<file path="src/rtl/display_pkg.sv">
// Shared types and constants for the multiplexed six-digit clock display scanner.
package display_pkg;

  typedef enum logic {
    ST_BLANK,
    ST_DRIVE
  } scan_state_t;

  localparam int NUM_DIGITS = 6;

  localparam logic [6:0] SEG_DASH  = 7'h40;
  localparam logic [6:0] SEG_BLANK = 7'h00;

  // Element 0 is the pattern for digit 0; the concatenation is written from 9 down to 0
  localparam logic [9:0][6:0] SEG_DIGITS = {
    7'h6F, 7'h7F, 7'h07, 7'h7D, 7'h6D, 7'h66, 7'h4F, 7'h5B, 7'h06, 7'h3F
  };

  typedef struct packed {
    logic [4:0] hours;
    logic [5:0] minutes;
    logic [5:0] seconds;
  } time_snap_t;

  // Tens by threshold compare, ones by subtracting tens*10 in 4-bit modular arithmetic
  function automatic logic [7:0] split_decimal(input logic [5:0] value);
    logic [3:0] tens;
    logic [3:0] ones;
    if (value >= 6'd60)      tens = 4'd6;
    else if (value >= 6'd50) tens = 4'd5;
    else if (value >= 6'd40) tens = 4'd4;
    else if (value >= 6'd30) tens = 4'd3;
    else if (value >= 6'd20) tens = 4'd2;
    else if (value >= 6'd10) tens = 4'd1;
    else                     tens = 4'd0;
    ones = value[3:0] - tens * 4'd10;
    return {tens, ones};
  endfunction

endpackage

</file>
<file path="src/rtl/seg7_encode.sv">
// Seven-segment encoder: decimal digit to segments a..g, with a dash override.
module seg7_encode
  import display_pkg::*;
(
  input  logic [3:0] digit,
  input  logic       dash,
  output logic [6:0] segments
);

  always_comb begin
    segments = SEG_BLANK;
    if (dash) begin
      segments = SEG_DASH;
    end else if (digit <= 4'd9) begin
      segments = SEG_DIGITS[digit];
    end
  end

endmodule

</file>
<file path="src/rtl/display_scan_ctrl.sv">
// Six-digit HH:MM:SS display scanner with anti-ghosting blank gaps between digits.
// Optional macro DISPLAY_DP_BLINK_EN lights the decimal points of digits 2 and 4 on even seconds.
module display_scan_ctrl
  import display_pkg::*;
#(
  parameter int DIGIT_CYCLES = 50000,
  parameter int BLANK_CYCLES = 500
) (
  input  logic       clk,
  input  logic       reset,
  input  logic       en,
  input  logic [5:0] seconds,
  input  logic [5:0] minutes,
  input  logic [4:0] hours,
  output logic [5:0] digit_en,
  output logic [7:0] segment_out,
  output logic       frame_done
);

  localparam int CNT_MAX = (DIGIT_CYCLES > BLANK_CYCLES) ? DIGIT_CYCLES : BLANK_CYCLES;
  localparam int CNT_W   = $clog2(CNT_MAX + 1);
  localparam logic [CNT_W-1:0] DRIVE_LAST = CNT_W'(DIGIT_CYCLES - 1);
  localparam logic [CNT_W-1:0] BLANK_LAST = CNT_W'(BLANK_CYCLES - 1);
  localparam logic [2:0]       LAST_DIGIT = 3'(NUM_DIGITS - 1);

  scan_state_t      state, state_next;
  logic [CNT_W-1:0] cnt, cnt_next;
  logic [2:0]       digit_idx, digit_next;
  time_snap_t       snap, snap_next;
  logic             frame_next;
  logic [5:0]       digit_en_next;
  logic [7:0]       segment_next;
  logic [7:0]       sec_bcd, min_bcd, hr_bcd;
  logic             sec_bad, min_bad, hr_bad;
  logic [3:0]       cur_digit;
  logic             cur_dash;
  logic [6:0]       seg_bits;
  logic             dp_next;

  // Outputs are registered alongside the state so they switch on the same edge
  always_ff @(posedge clk) begin
    if (reset) begin
      state       <= ST_BLANK;
      cnt         <= '0;
      digit_idx   <= '0;
      snap        <= '0;
      digit_en    <= '0;
      segment_out <= '0;
      frame_done  <= 1'b0;
    end else begin
      state       <= state_next;
      cnt         <= cnt_next;
      digit_idx   <= digit_next;
      snap        <= snap_next;
      digit_en    <= digit_en_next;
      segment_out <= segment_next;
      frame_done  <= frame_next;
    end
  end

  always_comb begin
    state_next = state;
    cnt_next   = cnt + 1'b1;
    digit_next = digit_idx;
    snap_next  = snap;
    frame_next = 1'b0;
    if (!en) begin
      state_next = ST_BLANK;
      cnt_next   = '0;
      digit_next = '0;
    end else begin
      case (state)
        ST_BLANK: begin
          if (cnt == BLANK_LAST) begin
            state_next = ST_DRIVE;
            cnt_next   = '0;
            if (digit_idx == 3'd0) begin
              snap_next = '{hours: hours, minutes: minutes, seconds: seconds};
            end
          end
        end
        default: begin
          if (cnt == DRIVE_LAST) begin
            state_next = ST_BLANK;
            cnt_next   = '0;
            if (digit_idx == LAST_DIGIT) begin
              digit_next = '0;
              frame_next = 1'b1;
            end else begin
              digit_next = digit_idx + 3'd1;
            end
          end
        end
      endcase
    end
  end

  // Decode from the next-cycle snapshot so digit 0 shows the value captured on the same edge
  assign sec_bcd = split_decimal(snap_next.seconds);
  assign min_bcd = split_decimal(snap_next.minutes);
  assign hr_bcd  = split_decimal({1'b0, snap_next.hours});
  assign sec_bad = snap_next.seconds > 6'd59;
  assign min_bad = snap_next.minutes > 6'd59;
  assign hr_bad  = snap_next.hours > 5'd23;

  always_comb begin
    cur_digit = 4'd0;
    cur_dash  = 1'b0;
    case (digit_next)
      3'd0: begin cur_digit = sec_bcd[3:0]; cur_dash = sec_bad; end
      3'd1: begin cur_digit = sec_bcd[7:4]; cur_dash = sec_bad; end
      3'd2: begin cur_digit = min_bcd[3:0]; cur_dash = min_bad; end
      3'd3: begin cur_digit = min_bcd[7:4]; cur_dash = min_bad; end
      3'd4: begin cur_digit = hr_bcd[3:0];  cur_dash = hr_bad;  end
      default: begin cur_digit = hr_bcd[7:4]; cur_dash = hr_bad; end
    endcase
  end

  seg7_encode u_seg7 (
    .digit    (cur_digit),
    .dash     (cur_dash),
    .segments (seg_bits)
  );

`ifdef DISPLAY_DP_BLINK_EN
  assign dp_next = ((digit_next == 3'd2) || (digit_next == 3'd4)) &&
                   !snap_next.seconds[0] && !sec_bad;
`else
  assign dp_next = 1'b0;
`endif

  always_comb begin
    digit_en_next = '0;
    segment_next  = '0;
    if (state_next == ST_DRIVE) begin
      digit_en_next = 6'b000001 << digit_next;
      segment_next  = {dp_next, seg_bits};
    end
  end

endmodule

</file>
<file path="config.mk">
export PLATFORM = sky130hd
export DESIGN_NAME = display_scan_ctrl
export DESIGN_NICKNAME = d
export VERILOG_FILES = /design/src/rtl/display_pkg.sv /design/src/rtl/seg7_encode.sv /design/src/rtl/display_scan_ctrl.sv
export SDC_FILE = /design/constraint.sdc
export NUM_CORES = 1
export LEC_CHECK = 0
export ABC_AREA = 1
export CAP_MARGIN = 5
export CELL_PAD_IN_SITES_DETAIL_PLACEMENT = 1
export CELL_PAD_IN_SITES_GLOBAL_PLACEMENT = 2
export CORE_MARGIN = 2
export CORE_UTILIZATION = 34
export CTS_CLUSTER_DIAMETER = 120
export CTS_CLUSTER_SIZE = 20
export DETAILED_ROUTE_END_ITERATION = 10
export PLACE_DENSITY = 0.95
export SLEW_MARGIN = 10
export SYNTH_ARGS = -nofsm -noshare
export SYNTH_HDL_FRONTEND = slang
export SYNTH_SLANG_ARGS = --single-unit
</file>
<file path="constraint.sdc">
create_clock -name clk -period 10.6 [get_ports clk]
set_input_delay 2.65 -clock clk [delete_from_list [all_inputs] [get_ports clk]]
set_output_delay 2.65 -clock clk [all_outputs]
set_load 0.01 [all_outputs]
</file>
==> flow_metrics.py, run 1 <==
metrics = {
    "floorplan": {
        "boundaryPins": 35,
        "die_x_um": 101,
        "fp.dieH_um": 101,
        "dieArea_um2": 10100,
        "core-area_um2": 9150,
        "initial_core_util_pct": 34.6,
        "rows": 35,
    },
    "timing": {
        "period_share_pct": 57.7,
        "maxSlewHeadroom_pct": 48.5,
        "fin_ws_ns": 4.49,
        "layout_min_cycle_time_ns": 6.11,
        "finClkSkew_ns": 0.00972,
        "fmax_mhz": 164,
        "setup_viol": 0,
        "rsz0062_at_grt": "no",
        "setup_tns_ns": 0,
        "hold_viol": 0,
        "finalMaxSlewViolations": 0,
        "worst_pin_slew_ns": 0.770,
    },
    "clock_network": {
        "post_cts_resized": 0,
        "clockRootBuffer": "clkbuf_8",
        "cts_buffer_depth": 2,
        "clk_latency_ns": 0.31,
        "cts_hold_buf": 0,
        "clkTransAtPathRegs_ns": 0.10,
        "cts_made_buffers": 5,
        "cts_setup_buffers": 0,
        "tritoncts": "yes",
        "clock_sinks": 51,
        "htree_levels": 2,
    },
    "yosys": {
        "ys.flop_type": "dfxtp_1",
        "syn_inst": 475,
        "syn_nets": 508,
        "ys_seq_area_share_pct": 32.2,
        "synth_edf_count": 0,
        "synthTopCellsByArea": "dfxtp_1, nand2_1, nor2_1",
        "synth_area_um2": 3170,
        "ys_seq_elements": 51,
        "synth-async-reset-ratio_pct": 0,
        "post-synth-top-area-cell": "dfxtp_1",
        "syn_area_per_cell_um2": 6.67,
        "ys.warnings.count": 0,
        "synth.distinct_cells": 38,
        "synth_top_area_share_pct": 32.2,
    },
    "power": {
        "p_per_area_nw_per_um2": 94.3,
        "vdd_drop_max_v": 0.0000863,
        "total_power_mw": 0.350,
        "p_leak_nw": 1.66,
    },
    "layout": {
        "fin_nets": 542,
        "syn2layout_area_growth_pct": 17.2,
        "antenna_cells": 0,
        "layout_common_cells": "nand2_1, nor2_1, inv_1",
        "final_common_cell": "nand2_1",
        "drive_gt1_share_pct": 11.6,
        "nFillCells": 1161,
        "utilization_pct": 40.6,
        "layout.area.seq_um2": 1020,
        "multi_input_area_um2": 1830,
    },
    "routing": {
        "wl_met3_um": 249,
        "wl_per_cell_um": 13.1,
        "via_count": 3003,
        "ant_nets": 0,
        "highest_layer": "met4",
        "drt-total-wl_um": 8140,
        "vias_per_cell": 4.84,
        "post-route-drc-count": 0,
        "dr_wl_met2_um": 3780,
        "drt_iter0_markers": 94,
        "wl_met1_um": 4010,
        "dr.pass1.iters": 4,
    },
    "worst_setup_path": {
        "worstSetupPathType": "input pin to register",
        "worstPathCellList": "clkdlybuf4s50_1 > inv_1 > nor2_4 > nand3_4 > nand2_1 > nand2_2 > a21oi_1 > nand2_1 > nand2_1 > inv_1 > ha_1 > or2_0 > nand2_1 > nor2_1 > nand3_2 > inv_1 > ha_1 > o211ai_1 > nand2_2 > nand3_4 > nor2_1",
        "cp-end-kind": "register",
        "cp_common_cell": "nand2_1",
        "cp_slowest_cell": "clkdlybuf4s50_1",
        "required_ns": 10.81,
        "arrival_ns": 6.32,
        "cp-start-kind": "input pin",
        "worst-path-max-fanout": 23,
        "slowest_delay_ns": 0.56,
    },
    "grt": {
        "grt_pass1_vias": 2944,
        "antenna_found_initial": 0,
        "grt_pass1_wl_um": 14000,
        "track_usage_pct": 17.0,
        "grt-ovfl-total": 0,
        "grt_max_degree": 24,
    },
    "placed_design": {
        "pre_cts_slack_ns": 4.17,
        "port_buffers": 33,
        "dpl.hpwl_um": 6550,
        "gp_congestion": 0.813,
    },
    "run_status": {
        "status": "complete, no violations",
    },
    "worst_hold_path": {
        "hold_class": "register to register",
    },
    "flow_run": {
        "max-cap-violations": 0,
    },
}
[through the flow]
step | std cells | instance area (um2) | hold WS [ns]
floorplan | 475 | 3170 | 0.418
global placement | 613 | 3600 | 0.430
detailed placement | 613 | 3600 | 0.450
CTS | 621 | 3710 | 0.470
global route | 621 | 3710 | 0.510
finish | 621 | 3710 | 0.470
[registers in the layout (all words and copies together) (netlist names)]
signal / flops
digit_en: 6
cnt: 16
segment_out: 7
snap: 17
frame_done: 1
state: 1
digit_idx: 3
[layout make-up]
type	count	share of cell area [%]
multi-input combinational	343	49.1
sequential	51	27.5
timing repair buffer	33	8.89
inverter	75	7.58
tap	111	3.74
clock buffer	6	2.22
clock inverter	2	0.943
[logic make-up after synthesis]
family,synth area share (%)
compound gates,6.43
buf+inv,10.2
mux,0.632
xor+xnor,1.38
simple gates,43.2
fa+ha+maj,5.84
other cells,0.118
flops,32.2
[cell usage after synthesis (2+ instances only)]
cell type / number
nand2_1: 106
nor2_1: 89
inv_1: 67
dfxtp_1: 51
nand3_1: 22
a21oi_1: 12
nand2_2: 12
nand4_1: 12
nor3_1: 11
ha_1: 10
nor2_2: 10
inv_2: 8
o21ai_0: 7
nand3_2: 6
nand3b_1: 5
o21ai_2: 4
clkbuf_1: 3
fa_1: 3
nand2_4: 3
nand3_4: 3
nor2_4: 3
nor3b_1: 3
o21ai_1: 3
xor2_1: 3
buf_6: 2
mux2i_1: 2
o211ai_1: 2
o21a_1: 2
xnor2_1: 2
[worst max-delay path, delay by kind of cell]
kind | cells | cell delay (ns)
adders and majority gates | 2 | 0.49
AOI/OAI and AO/OA | 2 | 0.58
and+or+nand+nor | 13 | 1.73
buffers and inverters | 4 | 0.86
[per-layer routing]
layer	vias to the layer above	GRT usage, %
li1	1539	-
met1	1413	22.5
met2	42	29.2
met3	9	2.43
met4	0	4.00
met5	-	0
[path summary, 6_finish.rpt]
kind	cells past startpoint	slack, ns	end	from
setup / recovery	21	4.49	segment_out[5]	en
hold / removal	1	0.47	cnt[0]	cnt[0]
setup reg to reg	21	6.73	segment_out[5]	cnt[0]
hold reg to reg	1	0.47	cnt[0]	cnt[0]
[power by group]
part           total [mW]  internal [mW]  switching, mW
Combinational      0.0136        0.00725        0.00636
Clock               0.145         0.0765         0.0681
Sequential          0.192          0.192       0.000320
No activity file was read; power rests on OpenSTA's default activity.
==> run 2, diff against run 1 <==
--- a/config.mk
+++ b/config.mk
@@ -10,11 +10,11 @@
 export CELL_PAD_IN_SITES_DETAIL_PLACEMENT = 1
 export CELL_PAD_IN_SITES_GLOBAL_PLACEMENT = 2
 export CORE_MARGIN = 2
-export CORE_UTILIZATION = 34
+export CORE_UTILIZATION = 28
 export CTS_CLUSTER_DIAMETER = 120
 export CTS_CLUSTER_SIZE = 20
 export DETAILED_ROUTE_END_ITERATION = 10
-export PLACE_DENSITY = 0.95
+export PLACE_DENSITY = 0.85
 export SLEW_MARGIN = 10
 export SYNTH_ARGS = -nofsm -noshare
 export SYNTH_HDL_FRONTEND = slang
==> constraint.sdc (replaced) <==
create_clock -name clk -period 4.9 [get_ports clk]
set_input_delay 1.225 -clock clk [delete_from_list [all_inputs] [get_ports clk]]
set_output_delay 1.225 -clock clk [all_outputs]
set_load 0.01 [all_outputs]
==> flow_metrics.py, run 2 (synthesis results as in run 1) <==
metrics = {
    "layout": {
        "multi_input_area_um2": 1830,
        "largestRegisters": "snap x17, cnt x16, segment_out x7",
        "final_common_cell": "nand2_1",
        "regMostFlops": "snap",
        "drive_gt1_share_pct": 11.7,
        "syn2layout_area_growth_pct": 20.1,
        "fin_nets": 544,
        "antenna_cells": 0,
        "nFillCells": 1437,
        "layout.area.seq_um2": 1020,
        "largest_register_ffs": 17,
        "utilization_pct": 34.8,
        "layout_common_cells": "nand2_1, nor2_1, inv_1",
    },
    "routing": {
        "vias_per_cell": 4.54,
        "ant_nets": 0,
        "wl_per_cell_um": 12.6,
        "dr.pass1.iters": 4,
        "post-route-drc-count": 0,
        "drt-total-wl_um": 8180,
        "drt_iter0_markers": 88,
        "via_count": 2955,
    },
    "clock_network": {
        "clkTransAtPathRegs_ns": 0.07,
        "clock_sinks": 51,
        "clk_latency_ns": 0.29,
        "cts_hold_buf": 0,
        "clockRootBuffer": "clkbuf_16",
        "cts_setup_buffers": 0,
        "cts_buffer_depth": 2,
        "tritoncts": "yes",
        "htree_levels": 2,
        "cts_made_buffers": 5,
        "post_cts_resized": 0,
    },
    "placed_design": {
        "dpl.hpwl_um": 6610,
        "gp_congestion": 0.770,
        "port_buffers": 33,
        "pre_cts_slack_ns": 0.0927,
    },
    "floorplan": {
        "die_x_um": 110,
        "initial_core_util_pct": 29.0,
        "core-area_um2": 10900,
        "rows": 38,
        "dieArea_um2": 12200,
        "boundaryPins": 35,
        "fp.dieH_um": 110,
    },
    "timing": {
        "worst_pin_slew_ns": 0.580,
        "setup_tns_ns": 0,
        "period_share_pct": 91.6,
        "finClkSkew_ns": 0.00533,
        "finalMaxSlewViolations": 0,
        "hold_viol": 0,
        "maxSlewHeadroom_pct": 61.2,
        "setup_viol": 0,
        "layout_min_cycle_time_ns": 4.49,
        "rsz0062_at_grt": "no",
        "fmax_mhz": 223,
        "fin_ws_ns": 0.412,
    },
    "worst_setup_path": {
        "slowest_delay_ns": 0.57,
        "arrival_ns": 4.67,
        "worstPathCellList": "clkdlybuf4s50_1 > inv_1 > nor2_4 > nand3_4 > buf_12 > nand2_4 > nand2_4 > inv_2 > nand2_1 > nand4_1 > nand2_1 > nand2_1 > inv_1 > ha_1 > or2_0 > nand2_1 > nor2_1 > nand3_2 > inv_1 > ha_1 > o211ai_1 > nand2_2 > nand3_4 > nor2_1",
        "cp_common_cell": "nand2_1",
        "worst-path-max-fanout": 20,
        "r2r-start": "cnt[0]",
        "cp-end-kind": "register",
        "critPathBufInv": 6,
        "ff2ff_path_depth": 24,
        "required_ns": 5.08,
        "cp-start-kind": "input pin",
        "cp_slowest_cell": "clkdlybuf4s50_1",
        "worstSetupPathType": "input pin to register",
        "crit_start": "en",
        "path_delay_family": "simple AND/OR/NAND/NOR gates",
        "rrSetupSlack_ns": 1.27,
        "r2r_end": "segment_out[3]",
    },
    "power": {
        "p_per_area_nw_per_um2": 210,
        "seqPwrFrac_pct": 52.0,
        "p_int_mw": 0.631,
        "pwr-share-clk_pct": 44.2,
        "total_power_mw": 0.800,
        "p_leak_nw": 1.69,
        "vdd_drop_max_v": 0.000124,
        "swShare_pct": 21.1,
        "power.net_switching_mw": 0.168,
        "comb_power_share_pct": 3.8,
    },
    "grt": {
        "grt-ovfl-total": 0,
        "grt_pass1_wl_um": 14400,
        "grt_max_degree": 21,
        "antenna_found_initial": 0,
        "grt_pass1_vias": 3093,
        "track_usage_pct": 15.0,
    },
    "worst_hold_path": {
        "hold_path_depth": 1,
        "min_to": "cnt[0]",
        "hold_start": "cnt[0]",
        "hold_class": "register to register",
    },
    "run_status": {
        "status": "complete, no violations",
    },
    "flow_run": {
        "max-cap-violations": 0,
    },
}
## run 2: changes by cell type in the layout (fill, tap and decap cells not counted), sizes merged
cell	delta
buf	+2
bufinv	-1
## run 2: power by group through the flow
| stage | logic, mW | clock network (mW) | registers [mW] |
|---|---|---|---|
| floorplan | 0.0103 | 0 | 0.425 |
| global placement | 0.0305 | 0 | 0.425 |
| detailed placement | 0.0308 | 0 | 0.425 |
| CTS | 0.0309 | 0.373 | 0.415 |
| global route | 0.0334 | 0.386 | 0.415 |
| finish | 0.0306 | 0.353 | 0.416 |
## run 2: worst max path at each step
stage | end | slack (ns) | cells past startpoint
floorplan | segment_out[5] | 1.10 | 19
global placement | segment_out[6] | 0.14 | 22
detailed placement | segment_out[6] | 0.09 | 22
CTS | segment_out[6] | 0.40 | 22
global route | segment_out[3] | 0.01 | 22
finish | segment_out[3] | 0.41 | 24
## run 2: layout make-up
type / instances / area share [%]
clock inverter: 1 / 0.132
timing repair buffer: 35 / 9.40
multi-input combinational: 343 / 48.0
sequential: 51 / 26.8
tap: 140 / 4.60
clock buffer: 6 / 3.65
inverter: 75 / 7.40
## run 2: metrics by stage
stage / instances / hold slack, ns / instance area (um2)
floorplan: 475 / 0.418 / 3170
global placement: 644 / 0.427 / 3660
detailed placement: 644 / 0.448 / 3660
CTS: 651 / 0.460 / 3800
global route: 651 / 0.504 / 3800
finish: 651 / 0.454 / 3800
## run 2: per-layer routing
metal  vias to the layer above  part of all wire, %  GRT usage [%]
li1                       1549                    -              -
met1                      1373                   51           20.1
met2                        27                   45           25.1
met3                         6                  2.1           1.82
met4                         0                  1.5           4.82
met5                         -                    0              0
